==> config.mk <==
export PLATFORM = sky130hd
export DESIGN_NAME = trigger_conditioner
export DESIGN_NICKNAME = d
export VERILOG_FILES = /design/src/rtl/trigger_conditioner_pkg.sv /design/src/rtl/trigger_conditioner_trig_sync.sv /design/src/rtl/trigger_conditioner.sv
export SDC_FILE = /design/constraint.sdc
export NUM_CORES = 1
export LEC_CHECK = 0
export ABC_AREA = 0
export CAP_MARGIN = 10
export CORE_ASPECT_RATIO = 0.8
export CORE_UTILIZATION = 30
export DETAILED_ROUTE_END_ITERATION = 8
export GPL_ROUTABILITY_DRIVEN = 0
export RECOVER_POWER = 100
export SYNTH_ARGS = -nofsm -noshare
export SYNTH_HDL_FRONTEND = slang
export SYNTH_SLANG_ARGS = --single-unit
==> constraint.sdc <==
create_clock -name Clk -period 4.7 [get_ports Clk]
set_input_delay 0.94 -clock Clk [delete_from_list [all_inputs] [get_ports Clk]]
set_output_delay 0.94 -clock Clk [all_outputs]
set_load 0.01 [all_outputs]
==> src/rtl/trigger_conditioner_pkg.sv <==
// rtl/trigger_conditioner_pkg.sv - shared constants for the trigger conditioner
package trigger_conditioner_pkg;

  localparam logic [2:0] ST_IDLE     = 3'd0;
  localparam logic [2:0] ST_FILTER   = 3'd1;
  localparam logic [2:0] ST_FIRE     = 3'd2;
  localparam logic [2:0] ST_HOLDOFF  = 3'd3;
  localparam logic [2:0] ST_WAIT_LOW = 3'd4;

  localparam logic [1:0] TRIG_SRC_NONE = 2'b00;
  localparam logic [1:0] TRIG_SRC_EXT  = 2'b01;
  localparam logic [1:0] TRIG_SRC_ASIC = 2'b10;
  localparam logic [1:0] TRIG_SRC_ANY  = 2'b11;

  localparam int DEFAULT_PULSE_LEN = 4;

  function automatic logic select_src(input logic [1:0] sel, input logic ext, input logic asic);
    case (sel)
      TRIG_SRC_EXT:  return ext;
      TRIG_SRC_ASIC: return asic;
      TRIG_SRC_ANY:  return ext | asic;
      default:       return 1'b0;
    endcase
  endfunction

endpackage

==> src/rtl/trigger_conditioner_trig_sync.sv <==
// rtl/trigger_conditioner_trig_sync.sv - multi-stage async-reset synchroniser
module trig_sync #(
  parameter int STAGES = 2
) (
  input  logic Clk,
  input  logic reset_n,
  input  logic i_async,
  output logic o_sync
);

  logic [STAGES-1:0] r_sync;

  always_ff @(posedge Clk or negedge reset_n) begin
    if (!reset_n) begin
      r_sync <= '0;
    end else begin
      r_sync <= {r_sync[STAGES-2:0], i_async};
    end
  end

  assign o_sync = r_sync[STAGES-1];

endmodule

==> src/rtl/trigger_conditioner.sv <==
// rtl/trigger_conditioner.sv - filtered, vetoed, rate-limited trigger pulse generator
module trigger_conditioner
  import trigger_conditioner_pkg::*;
#(
  parameter int SYNC_STAGES = 2,
  parameter int PULSE_LEN   = DEFAULT_PULSE_LEN,
  parameter int COUNT_W     = 32,
  parameter int REJECT_W    = 16
) (
  input  logic                Clk,
  input  logic                reset_n,
  input  logic                ExtTrigger,
  input  logic                AsicTrigger,
  input  logic [1:0]          TrigSource,
  input  logic                TrigEnable,
  input  logic [3:0]          MinWidth,
  input  logic [7:0]          HoldoffTime,
  input  logic                Veto,
  input  logic                CounterClear,
  output logic                TriggerOut,
  output logic                TriggerBusy,
  output logic [COUNT_W-1:0]  TriggerCount,
  output logic [REJECT_W-1:0] RejectCount
);

  localparam int PCNT_W = $clog2(PULSE_LEN);

  logic                w_ext_sync;
  logic                w_asic_sync;
  logic                w_src;
  logic                w_qualify;
  logic                w_accept;
  logic                w_reject;
  logic                w_pulse_done;
  logic                w_holdoff_done;
  logic                r_src_q;
  logic [2:0]          r_state;
  logic [3:0]          r_wcnt;
  logic [PCNT_W-1:0]   r_pcnt;
  logic [7:0]          r_hcnt;
  logic                r_trigger_out;
  logic [COUNT_W-1:0]  r_trigger_count;
  logic [REJECT_W-1:0] r_reject_count;

  trig_sync #(.STAGES(SYNC_STAGES)) u_sync_ext (
    .Clk     (Clk),
    .reset_n (reset_n),
    .i_async (ExtTrigger),
    .o_sync  (w_ext_sync)
  );

  trig_sync #(.STAGES(SYNC_STAGES)) u_sync_asic (
    .Clk     (Clk),
    .reset_n (reset_n),
    .i_async (AsicTrigger),
    .o_sync  (w_asic_sync)
  );

  assign w_src = select_src(TrigSource, w_ext_sync, w_asic_sync);

  // Compare with >= so a live change of MinWidth/HoldoffTime mid-count cannot strand the FSM
  always_comb begin
    w_qualify      = (r_state == ST_FILTER) && w_src && TrigEnable && (r_wcnt >= MinWidth);
    w_accept       = w_qualify && !Veto;
    w_reject       = (w_qualify && Veto) || ((r_state == ST_HOLDOFF) && w_src && !r_src_q);
    w_pulse_done   = (r_pcnt == PCNT_W'(PULSE_LEN - 1));
    w_holdoff_done = (({1'b0, r_hcnt} + 9'd1) >= {1'b0, HoldoffTime});
  end

  always_ff @(posedge Clk or negedge reset_n) begin
    if (!reset_n) begin
      r_state       <= ST_IDLE;
      r_src_q       <= 1'b0;
      r_wcnt        <= '0;
      r_pcnt        <= '0;
      r_hcnt        <= '0;
      r_trigger_out <= 1'b0;
    end else begin
      r_src_q <= w_src;
      case (r_state)
        ST_IDLE: begin
          if (TrigEnable && w_src) begin
            r_state <= ST_FILTER;
            r_wcnt  <= '0;
          end
        end
        ST_FILTER: begin
          if (!w_src || !TrigEnable) begin
            r_state <= ST_IDLE;
          end else if (r_wcnt >= MinWidth) begin
            if (Veto) begin
              r_state <= ST_WAIT_LOW;
            end else begin
              r_state       <= ST_FIRE;
              r_pcnt        <= '0;
              r_trigger_out <= 1'b1;
            end
          end else begin
            r_wcnt <= r_wcnt + 4'd1;
          end
        end
        ST_FIRE: begin
          if (w_pulse_done) begin
            r_trigger_out <= 1'b0;
            if (HoldoffTime != 8'd0) begin
              r_state <= ST_HOLDOFF;
              r_hcnt  <= '0;
            end else begin
              r_state <= ST_WAIT_LOW;
            end
          end else begin
            r_pcnt <= r_pcnt + 1'b1;
          end
        end
        ST_HOLDOFF: begin
          if (w_holdoff_done) begin
            r_state <= ST_WAIT_LOW;
          end else begin
            r_hcnt <= r_hcnt + 8'd1;
          end
        end
        ST_WAIT_LOW: begin
          if (!w_src) begin
            r_state <= ST_IDLE;
          end
        end
        default: begin
          r_state       <= ST_IDLE;
          r_trigger_out <= 1'b0;
        end
      endcase
    end
  end

  always_ff @(posedge Clk or negedge reset_n) begin
    if (!reset_n) begin
      r_trigger_count <= '0;
      r_reject_count  <= '0;
    end else if (CounterClear) begin
      r_trigger_count <= '0;
      r_reject_count  <= '0;
    end else begin
      if (w_accept) begin
        r_trigger_count <= r_trigger_count + 1'b1;
      end
      if (w_reject && (r_reject_count != '1)) begin
        r_reject_count <= r_reject_count + 1'b1;
      end
    end
  end

  assign TriggerOut   = r_trigger_out;
  assign TriggerBusy  = (r_state != ST_IDLE);
  assign TriggerCount = r_trigger_count;
  assign RejectCount  = r_reject_count;

endmodule

==> flow_summary.rst, run 1 <==
.. list-table::
   :header-rows: 1

   * - Metric
     - Value
   * - Setup repair after global routing missed its margin
     - no
   * - Flop and latch count out of synthesis
     - 71
   * - Number of cells upsized or downsized after cts
     - 0
   * - Largest area contributor in the netlist
     - dfrtp_1
   * - Stage delay of the slowest cell on the critical path
     - 0.85 ns
   * - Number of global-route vias before repair
     - 3182
   * - Total grt overflow
     - 0
   * - Share of flip-flops with an asynchronous set or reset after synthesis
     - 100.0%
   * - Post-Syn Nets
     - 480
   * - Critical-path cell with the highest stage delay
     - a2111oi_0
   * - Insertion delay to the later sink of the worst-skew pair
     - 0.33 ns
   * - Starting density of the core
     - 31.00%
   * - DR vias
     - 3352
   * - Post-DP HPWL
     - 6.646 mm
   * - Leakage power total
     - 2.329 nW
   * - Worst IR Drop VDD
     - 0.2075 mV
   * - Final Setup Violations
     - 0
   * - Tot Pwr
     - 1.681 mW
   * - Number of max-cap violations
     - 1
   * - Worst min-delay path category
     - flop to flop
   * - Count of standard-cell rows
     - 37
   * - Max-slew violation count
     - 36
   * - Share of cells above drive strength 1
     - 5.837%
   * - First-pass iteration count of the detailed router
     - 4
   * - Gate Count Post-Synth
     - 442
   * - Count of flip-flops with a built-in enable after synthesis
     - 0
   * - Cell chain of the critical path
     - dlygate4sd3_1, ha_1, nand2b_1, a2111oi_0, and4bb_1, o21ai_0, nor2_1, o221a_2
   * - Share of synthesized area occupied by flip-flops and latches
     - 44.38%
   * - Fmax achieved
     - 265.5 MHz
   * - Post-route core utilization
     - 39.80%
   * - Kind of cell adding the most delay to the critical path
     - compound AO/OA/AOI/OAI gates
   * - Antenna violations before repair
     - 0
   * - Pin count of the biggest net entering global routing
     - 38
   * - Shortest clock period the worst path allows after layout
     - 3.766 ns
   * - Clock Sinks
     - 71
   * - Data required, critical path
     - 4.92 ns
   * - Clock tree from TritonCTS
     - done
   * - Count of H-tree levels built during CTS
     - 3
   * - Ratio of total power to cell area
     - 326.9 mW/mm^2
   * - Synthesized area per cell
     - 9.058 sq um
   * - Area of the core
     - 0.01292 sq mm
   * - Most common cell after layout, fill and taps aside
     - dfrtp_1
   * - Critical path class
     - input port to flop
   * - Top-Level Pins
     - 71
   * - Post-DR wirelength/cell
     - 13.40 um
   * - # diodes
     - 0
   * - Area share of the largest cell type after synthesis
     - 44.38%
   * - Relative slew slack
     - -29.81%
   * - Post-synth top flop
     - dfrtp_1
   * - Worst path buffer plus inverter count
     - 1
   * - Biggest area contributors in the synthesized netlist
     - dfrtp_1 44%, xnor2_1 6.3%, ha_1 5.3%
   * - Clk root buf
     - clkbuf_16
   * - Top library cells by usage in the layout, fill and taps aside
     - 71 x dfrtp_1, 54 x dlygate4sd3_1, 48 x nor2_1
   * - Top fanout value on the critical path
     - 6
   * - Floorplan die area
     - 0.01382 sq mm
   * - Layout Area Growth over Synthesis
     - 28.41%
   * - Wire length of the first global-routing pass
     - 15.61 mm
   * - Clock slew at reported path FFs
     - 0.05 ns
   * - Mapped cell area
     - 0.004004 sq mm
   * - Part of the cycle the worst path needs
     - 80.13%
   * - Number of buffers between clock root and the deepest sink
     - 2
   * - Category of the worst setup path launch point
     - input port
   * - Synthesis Warnings
     - 0
   * - TritonCTS buffer count
     - 9
   * - Post-detailed-route count of antenna-violating nets
     - 0
   * - CTS Hold Buffers Added
     - 0
   * - Total negative setup slack
     - 0 ns
   * - Worst path arrival time
     - 3.98 ns
   * - Fin nets
     - 548
   * - Total Wirelength
     - 9.234 mm
   * - Number of distinct library cells after synthesis
     - 52
   * - Setup WS post-layout
     - 0.9339 ns
   * - Violations in the final reports
     - capacitance limit, slew limit
   * - Port buffer count
     - 70
   * - Pin slew with the least headroom to its limit
     - 1.947 ns
   * - Result of the run
     - finished, violations left
   * - Vias per inst
     - 4.865
   * - Final hold vios
     - 0
   * - DR DRC count
     - 0
   * - Die outline width
     - 131.2 um
   * - Fillers
     - 1251
   * - GR Util All Layers
     - 14.18%
   * - Post-CTS setup repair buffer count
     - 0
   * - Post-place setup slack
     - 1.030 ns
   * - Initial detailed-routing violation count
     - 188
   * - Setup skew after layout
     - 0.009441 ns
   * - Endpoint kind of the worst setup timing path
     - flop
   * - Die Height
     - 105.3 um
## where the power goes
group | switching (mW) | internal (mW) | leakage [nW]
clock | 0.247 | 0.436 | 0.145
combinational | 0.169 | 0.123 | 1.22
sequential | 0.0536 | 0.653 | 0.969
## final timing paths
kind	startpoint	end	slack [ns]	cells past startpoint
worst max register to register	r_hcnt[0]$_DFFE_PN0P_	r_hcnt[2]$_DFFE_PN0P_	1.61	11
worst min-delay path	u_sync_ext.r_sync[0]$_DFF_PN0_	u_sync_ext.r_sync[1]$_DFF_PN0_	0.35	0
worst min register to register	u_sync_ext.r_sync[0]$_DFF_PN0_	u_sync_ext.r_sync[1]$_DFF_PN0_	0.35	0
max in group asynchronous	reset_n	RejectCount[9]$_DFFE_PN0P_	1.78	2
worst max-delay path	MinWidth[0]	RejectCount[10]$_DFFE_PN0P_	0.93	8
min in group asynchronous	reset_n	TriggerCount[17]$_DFFE_PN0P_	1.14	1
## state kept, by name, indices dropped and copies added, names as in the netlist
register and cells:
r_src_q 1, TriggerOut 1, RejectCount 16, u_sync_asic.r_sync 2, r_pcnt 2, r_hcnt 8, r_state 3, r_wcnt 4
TriggerCount 32, u_sync_ext.r_sync 2
## layout make-up
class                           instances  area (sq um)  share of cell area [%]
Clock inverter                          3         42.54                  0.8275
Timing Repair Buffer                   73         714.4                   13.90
Inverter                               32         120.1                   2.336
Sequential cell                        71          1777                   34.56
Tap cell                              175         219.0                   4.259
Multi-Input combinational cell        323          2012                   39.13
Clock buffer                           12         256.5                   4.989
## cell usage after synthesis, types with 8 or more instances
cell	count
a21oi_1	19
a21o_1	8
or3_1	13
o21ai_0	18
nand2_1	32
xnor2_1	29
nand3_1	31
nor2_1	48
clkbuf_1	10
inv_1	32
ha_1	17
dfrtp_1	71
nor4_1	18
and3_1	10
nor3_1	17
## logic make-up (layout without fill, tap and decap cells)
family / after synthesis / after routing / share of synthesized area [%]
multiplexers: 3 / 3 / 0.7813
buffers and inverters: 48 / 120 / 4.969
flip-flops: 71 / 71 / 44.37
AO/OA/AOI/OAI: 70 / 70 / 11.22
XOR/XNOR: 34 / 34 / 7.437
adder cells (fa/ha/maj): 17 / 17 / 5.312
AND/OR/NAND/NOR: 199 / 199 / 25.91
## layer usage
metal | track usage, % | up-vias | part of all wire (%) | routed length, um
met3 | 3.848 | 4 | 3.9 | 357
li1 | - | 1683 | - | -
met4 | 4.370 | 0 | 0.63 | 58
met5 | 0 | - | 0 | 0
met1 | 18.97 | 1592 | 49 | 4541
met2 | 22.23 | 73 | 46 | 4277
## per-stage QoR
stage / hold WS (ns) / cell area, sq um / cells
2_1_floorplan: 0.3312 / 4004 / 442
3_3_place_gp: 0.3457 / 4862 / 674
3_5_place_dp: 0.3478 / 4862 / 674
4_1_cts: 0.3600 / 5161 / 689
5_1_grt: 0.3605 / 5141 / 689
6_report: 0.3501 / 5141 / 689
Note: power is estimated with default switching activity, not from simulation.
==> run 2, diff against run 1 <==
==> constraint.sdc (replaced) <==
create_clock -name Clk -period 3 [get_ports Clk]
set_input_delay 0.6 -clock Clk [delete_from_list [all_inputs] [get_ports Clk]]
set_output_delay 0.6 -clock Clk [all_outputs]
set_load 0.01 [all_outputs]
==> flow_summary.rst, run 2 (synthesized netlist as in run 1, its figures left out) <==
.. list-table::
   :header-rows: 1

   * - Metric
     - Value
   * - Result of the run
     - finished clean
   * - Total met2 wirelength after detailed routing
     - 4.283 mm
   * - Number of global-route vias before repair
     - 3296
   * - Post-place setup slack
     - -0.08226 ns
   * - Leakage power total
     - 2.403 nW
   * - Max reg flops
     - 32
   * - CTS Hold Buffers Added
     - 0
   * - Clock tree from TritonCTS
     - done
   * - Initial detailed-routing violation count
     - 242
   * - Number of max-cap violations
     - 0
   * - TritonCTS buffer count
     - 9
   * - Total grt overflow
     - 0
   * - Pin slew with the least headroom to its limit
     - 1.340 ns
   * - Fmax achieved
     - 353.4 MHz
   * - Clock Sinks
     - 71
   * - Clk root buf
     - clkbuf_16
   * - Flop-to-flop setup slack
     - 0.27 ns
   * - Number of standard cells in the final layout excluding fillers
     - 707
   * - Data required, critical path
     - 3.21 ns
   * - Category of the worst setup path launch point
     - input port
   * - Die Height
     - 105.3 um
   * - Final hold vios
     - 0
   * - Clock slew at reported path FFs
     - 0.05 ns
   * - Antenna violations before repair
     - 0
   * - Worst path arrival time
     - 3.04 ns
   * - Die outline width
     - 131.2 um
   * - Worst min-delay path category
     - flop to flop
   * - Post-route core utilization
     - 40.90%
   * - Relative slew slack
     - 10.67%
   * - Port buffer count
     - 70
   * - Final Setup Violations
     - 0
   * - Post-DP HPWL
     - 6.957 mm
   * - Top-Level Pins
     - 71
   * - Ratio of total power to cell area
     - 495.3 mW/mm^2
   * - Hold path depth
     - 0
   * - Multi-input combinational cell area
     - 0.002022 sq mm
   * - Placed cells
     - 688
   * - Number of buffers between clock root and the deepest sink
     - 2
   * - Met1 wire length
     - 4.816 mm
   * - Share of cells above drive strength 1
     - 8.835%
   * - Fin nets
     - 565
   * - First-pass iteration count of the detailed router
     - 4
   * - Count of standard-cell rows
     - 37
   * - Total negative setup slack
     - 0 ns
   * - Routed length on met3
     - 391 um
   * - DR DRC count
     - 0
   * - Worst reg2reg path endpoint
     - r_hcnt[7]$_DFFE_PN0P_
   * - Post-DR wirelength/cell
     - 13.57 um
   * - Fillers
     - 1254
   * - Worst IR Drop VDD
     - 0.2556 mV
   * - Wire length of the first global-routing pass
     - 16.33 mm
   * - Startpoint of the worst hold path
     - u_sync_ext.r_sync[0]$_DFF_PN0_
   * - Endpoint of the worst hold path
     - u_sync_ext.r_sync[1]$_DFF_PN0_
   * - Setup skew after layout
     - 0.003659 ns
   * - Floorplan die area
     - 0.01382 sq mm
   * - GR Util All Layers
     - 14.67%
   * - Total Wirelength
     - 9.593 mm
   * - Setup WS post-layout
     - 0.1703 ns
   * - Most common cell after layout, fill and taps aside
     - dfrtp_1
   * - Insertion delay to the later sink of the worst-skew pair
     - 0.33 ns
   * - Layout Area Growth over Synthesis
     - 31.94%
   * - Vias per inst
     - 4.871
   * - # diodes
     - 0
   * - Starting density of the core
     - 31.00%
   * - Reg2reg path depth
     - 12
   * - DR vias
     - 3444
   * - Highest layer used for signal routing
     - met4
   * - Count of H-tree levels built during CTS
     - 3
   * - Pin count of the biggest net entering global routing
     - 32
   * - Area of the core
     - 0.01292 sq mm
   * - Post-detailed-route count of antenna-violating nets
     - 0
   * - Top library cells by usage in the layout, fill and taps aside
     - 71 x dfrtp_1, 53 x dlygate4sd3_1, 47 x nor2_1
   * - Sequential cell area
     - 0.001777 sq mm
   * - Endpoint kind of the worst setup timing path
     - flop
   * - Critical path class
     - input port to flop
   * - Top fanout value on the critical path
     - 6
   * - Part of the cycle the worst path needs
     - 94.32%
   * - Max-slew violation count
     - 0
   * - Startpoint of the worst-slack reg-to-reg timing path
     - r_hcnt[0]$_DFFE_PN0P_
   * - Shortest clock period the worst path allows after layout
     - 2.830 ns
## run 2: changes by cell type in the layout (fill, tap and decap cells not counted), sizes merged
cell and delta:
clkbuf +4, dlygate4sd3 -1, buf +14, bufinv -1, clkinv +1, clkdlybuf4s50 +1
## run 2: worst max-delay path: stages
cell and delay [ns]:
clkdlybuf4s50_1 0.40, ha_1 0.28, nand2b_1 0.13, a2111oi_0 0.60, buf_4 0.22, and4bb_4 0.21
o21ai_2 0.27, nor2_1 0.08, o221a_2 0.25
## run 2: routing by layer
layer  track usage, %  up-vias
met1            20.50     1618
met4            4.538        0
li1                 -     1728
met5                0        -
met2            22.42       90
met3            3.319        8
## run 2: final cells by class
type	count	area share (%)
Tap cell	175	4.145
Multi-Input combinational cell	323	38.28
Clock inverter	3	0.3316
Sequential cell	71	33.63
Timing Repair Buffer	90	16.41
Inverter	32	2.274
Clock buffer	13	4.927
## run 2: worst max-delay path by stage
stage | slack, ns | end | from | cells after the start
after floorplan | 0.36 | r_hcnt[7]$_DFFE_PN0P_ | r_hcnt[0]$_DFFE_PN0P_ | 11
final | 0.17 | RejectCount[10]$_DFFE_PN0P_ | MinWidth[0] | 9
after CTS | 0.16 | r_hcnt[3]$_DFFE_PN0P_ | r_hcnt[0]$_DFFE_PN0P_ | 11
after global placement | -0.09 | RejectCount[1]$_DFFE_PN0P_ | MinWidth[0] | 10
after detailed placement | -0.08 | RejectCount[1]$_DFFE_PN0P_ | MinWidth[0] | 10
after global routing | -0.007 | r_hcnt[7]$_DFFE_PN0P_ | r_hcnt[0]$_DFFE_PN0P_ | 12
## run 2: report_power, final
group          switching (mW)  internal, mW  total [mW]
clock network           0.385         0.602       0.987
registers              0.0827          1.02        1.11
logic                   0.282         0.242       0.524
## run 2: repair_timing
item | in CTS | in global routing
endpoints found under the hold margin | 0 | 0
gates resized for setup | 0 | 2
buffers inserted | 0 | 3
endpoints found under the setup margin | 0 | 7
## run 2: through the flow
step           cell area [sq um]  hold slack, ns  power [mW]
3_3_place_gp                5017          0.3387       1.625
2_1_floorplan               4004          0.3044       1.428
3_5_place_dp                5017          0.3394       1.648
4_1_cts                     5295          0.2865       2.643
5_1_grt                     5283          0.3639       2.770
6_report                    5283          0.3491       2.616
==> run 3, diff against run 2 <==
--- a/config.mk
+++ b/config.mk
@@ -8,9 +8,10 @@
 export ABC_AREA = 0
 export CAP_MARGIN = 10
 export CORE_ASPECT_RATIO = 0.8
-export CORE_UTILIZATION = 30
+export CORE_UTILIZATION = 48
 export DETAILED_ROUTE_END_ITERATION = 8
 export GPL_ROUTABILITY_DRIVEN = 0
+export PLACE_DENSITY = 0.75
 export RECOVER_POWER = 100
 export SYNTH_ARGS = -nofsm -noshare
 export SYNTH_HDL_FRONTEND = slang
==> flow_summary.rst, run 3 (synthesized netlist as in run 1, its figures left out) <==
.. list-table::
   :header-rows: 1

   * - Metric
     - Value
   * - Port buffer count
     - 70
   * - Clock slew at reported path FFs
     - 0.07 ns
   * - Result of the run
     - finished, violations left
   * - Clock Sinks
     - 71
   * - Fmax achieved
     - 357.8 MHz
   * - Violations in the final reports
     - capacitance limit, slew limit
   * - CTS Hold Buffers Added
     - 0
   * - Total grt overflow
     - 0
   * - Number of standard cells in the final layout excluding fillers
     - 633
   * - Sequential cell area
     - 0.001777 sq mm
   * - First-pass iteration count of the detailed router
     - 5
   * - Placed cells
     - 616
   * - Multi-input combinational cell area
     - 0.002019 sq mm
   * - Worst min-delay path category
     - flop to flop
   * - Top library cells by usage in the layout, fill and taps aside
     - 71 x dfrtp_1, 53 x dlygate4sd3_1, 48 x nor2_1
   * - Worst path arrival time
     - 3.02 ns
   * - Number of max-cap violations
     - 1
   * - Ratio of total power to cell area
     - 447.2 mW/mm^2
   * - Area of the core
     - 0.008019 sq mm
   * - Initial detailed-routing violation count
     - 147
   * - Net switching power figure
     - 0.6956 mW
   * - Hold_ws
     - 0.3575 ns
   * - Antenna violations before repair
     - 0
   * - Fillers
     - 683
   * - Post-DP HPWL
     - 6.450 mm
   * - TritonCTS buffer count
     - 9
   * - Highest layer used for signal routing
     - met4
   * - Worst IR Drop VDD
     - 0.2509 mV
   * - Layout Area Growth over Synthesis
     - 25.66%
   * - Max-slew violation count
     - 72
   * - Starting density of the core
     - 49.93%
   * - Final hold vios
     - 0
   * - Count of standard-cell rows
     - 29
   * - Number of buffers between clock root and the deepest sink
     - 2
   * - Post-detailed-route count of antenna-violating nets
     - 0
   * - Pin slew with the least headroom to its limit
     - 1.735 ns
   * - Met1 wire length
     - 4.299 mm
   * - Data required, critical path
     - 3.23 ns
   * - Sequential fraction of design power
     - 49.1%
   * - Wire length of the first global-routing pass
     - 15.75 mm
   * - Clk root buf
     - clkbuf_8
   * - Pin count of the biggest net entering global routing
     - 72
   * - Setup skew after layout
     - 0.01126 ns
   * - Die Height
     - 83.69 um
   * - Shortest clock period the worst path allows after layout
     - 2.795 ns
   * - Count of H-tree levels built during CTS
     - 3
   * - Insertion delay to the later sink of the worst-skew pair
     - 0.34 ns
   * - Number of global-route vias before repair
     - 3314
   * - Switching fraction of total power
     - 30.92%
   * - Category of the worst setup path launch point
     - flop
   * - Total Wirelength
     - 8.981 mm
   * - Relative slew slack
     - -15.64%
   * - Critical path class
     - flop to flop
   * - DR vias
     - 3457
   * - Die outline width
     - 104.1 um
   * - Most common cell after layout, fill and taps aside
     - dfrtp_1
   * - Post-route core utilization
     - 62.74%
   * - Setup WS post-layout
     - 0.2049 ns
   * - Share of cells above drive strength 1
     - 8.190%
   * - Floorplan die area
     - 0.008713 sq mm
   * - Clock network fraction of total power
     - 29.2%
   * - Max reg flops
     - 32
   * - Leakage power total
     - 2.329 nW
   * - Vias per inst
     - 5.461
   * - Endpoint kind of the worst setup timing path
     - flop
   * - Relative contribution of combinational cells to total power
     - 21.7%
   * - Post-place setup slack
     - -0.04715 ns
   * - Final Setup Violations
     - 0
   * - Post-DR wirelength/cell
     - 14.19 um
   * - Routed length on met3
     - 405 um
   * - DR DRC count
     - 0
   * - Total met2 wirelength after detailed routing
     - 4.167 mm
   * - # diodes
     - 0
   * - Tot Pwr
     - 2.250 mW
   * - Top fanout value on the critical path
     - 6
   * - Top-Level Pins
     - 71
   * - Fin nets
     - 559
   * - GR Util All Layers
     - 22.56%
   * - Clock tree from TritonCTS
     - done
   * - Part of the cycle the worst path needs
     - 93.17%
   * - Internal Power
     - 1.554 mW
==> run 3: worst max-delay path, stage by stage (launching register included) <==
cell and delay (ns):
dfrtp_1 0.42, ha_1 0.21, nand3_1 0.13, nor2_1 0.20
xor2_1 0.18, ha_1 0.27, and3_1 0.21, a211oi_2 0.20
o211ai_1 0.18, a31o_2 0.26, and2_2 0.24, a21o_1 0.19
==> run 3: power groups by stage <==
stage,clock (mW),sequential [mW],combinational [mW]
3_5_place_dp,0,1.12,0.508
4_1_cts,0.678,1.10,0.509
2_1_floorplan,0,1.09,0.336
5_1_grt,0.717,1.12,0.562
3_3_place_gp,0,1.12,0.486
6_report,0.657,1.10,0.489
==> run 3: area by class of cell <==
class / instances / share of cell area, %
Sequential cell: 71 / 35.31
Multi-Input combinational cell: 323 / 40.14
Inverter: 32 / 2.387
Timing Repair Buffer: 84 / 16.21
Clock inverter: 4 / 0.4476
Tap cell: 108 / 2.686
Clock buffer: 11 / 2.810
==> run 3: worst paths after layout <==
kind	from	end	slack [ns]	cells after the start
max	r_hcnt[0]$_DFFE_PN0P_	r_hcnt[0]$_DFFE_PN0P_	0.20	11
min	u_sync_asic.r_sync[0]$_DFF_PN0_	u_sync_asic.r_sync[1]$_DFF_PN0_	0.36	0
max reg2reg	r_hcnt[0]$_DFFE_PN0P_	r_hcnt[0]$_DFFE_PN0P_	0.20	11
min reg2reg	u_sync_asic.r_sync[0]$_DFF_PN0_	u_sync_asic.r_sync[1]$_DFF_PN0_	0.36	0
max in group asynchronous	reset_n	u_sync_asic.r_sync[1]$_DFF_PN0_	1.17	2
min in group asynchronous	reset_n	TriggerCount[18]$_DFFE_PN0P_	0.77	2
==> run 3: metal layers <==
layer / global-route usage [%] / vias to the layer above
met5: 0 / -
met4: 6.364 / 0
met3: 5.464 / 11
met2: 35.94 / 87
met1: 30.73 / 1648
li1: - / 1711
==> run 3: per-stage QoR <==
stage / cell area (sq um) / setup TNS (ns)
6_report: 5031 / 0
5_1_grt: 5031 / -0.1178
3_3_place_gp: 4896 / -0.001153
2_1_floorplan: 4004 / 0
3_5_place_dp: 4896 / -0.1254
4_1_cts: 5060 / 0
==> run 3: repair_timing <==
item	4_1_cts	5_1_grt
buffers inserted	0	2
setup endpoints to repair	0	8
resized for setup	0	3
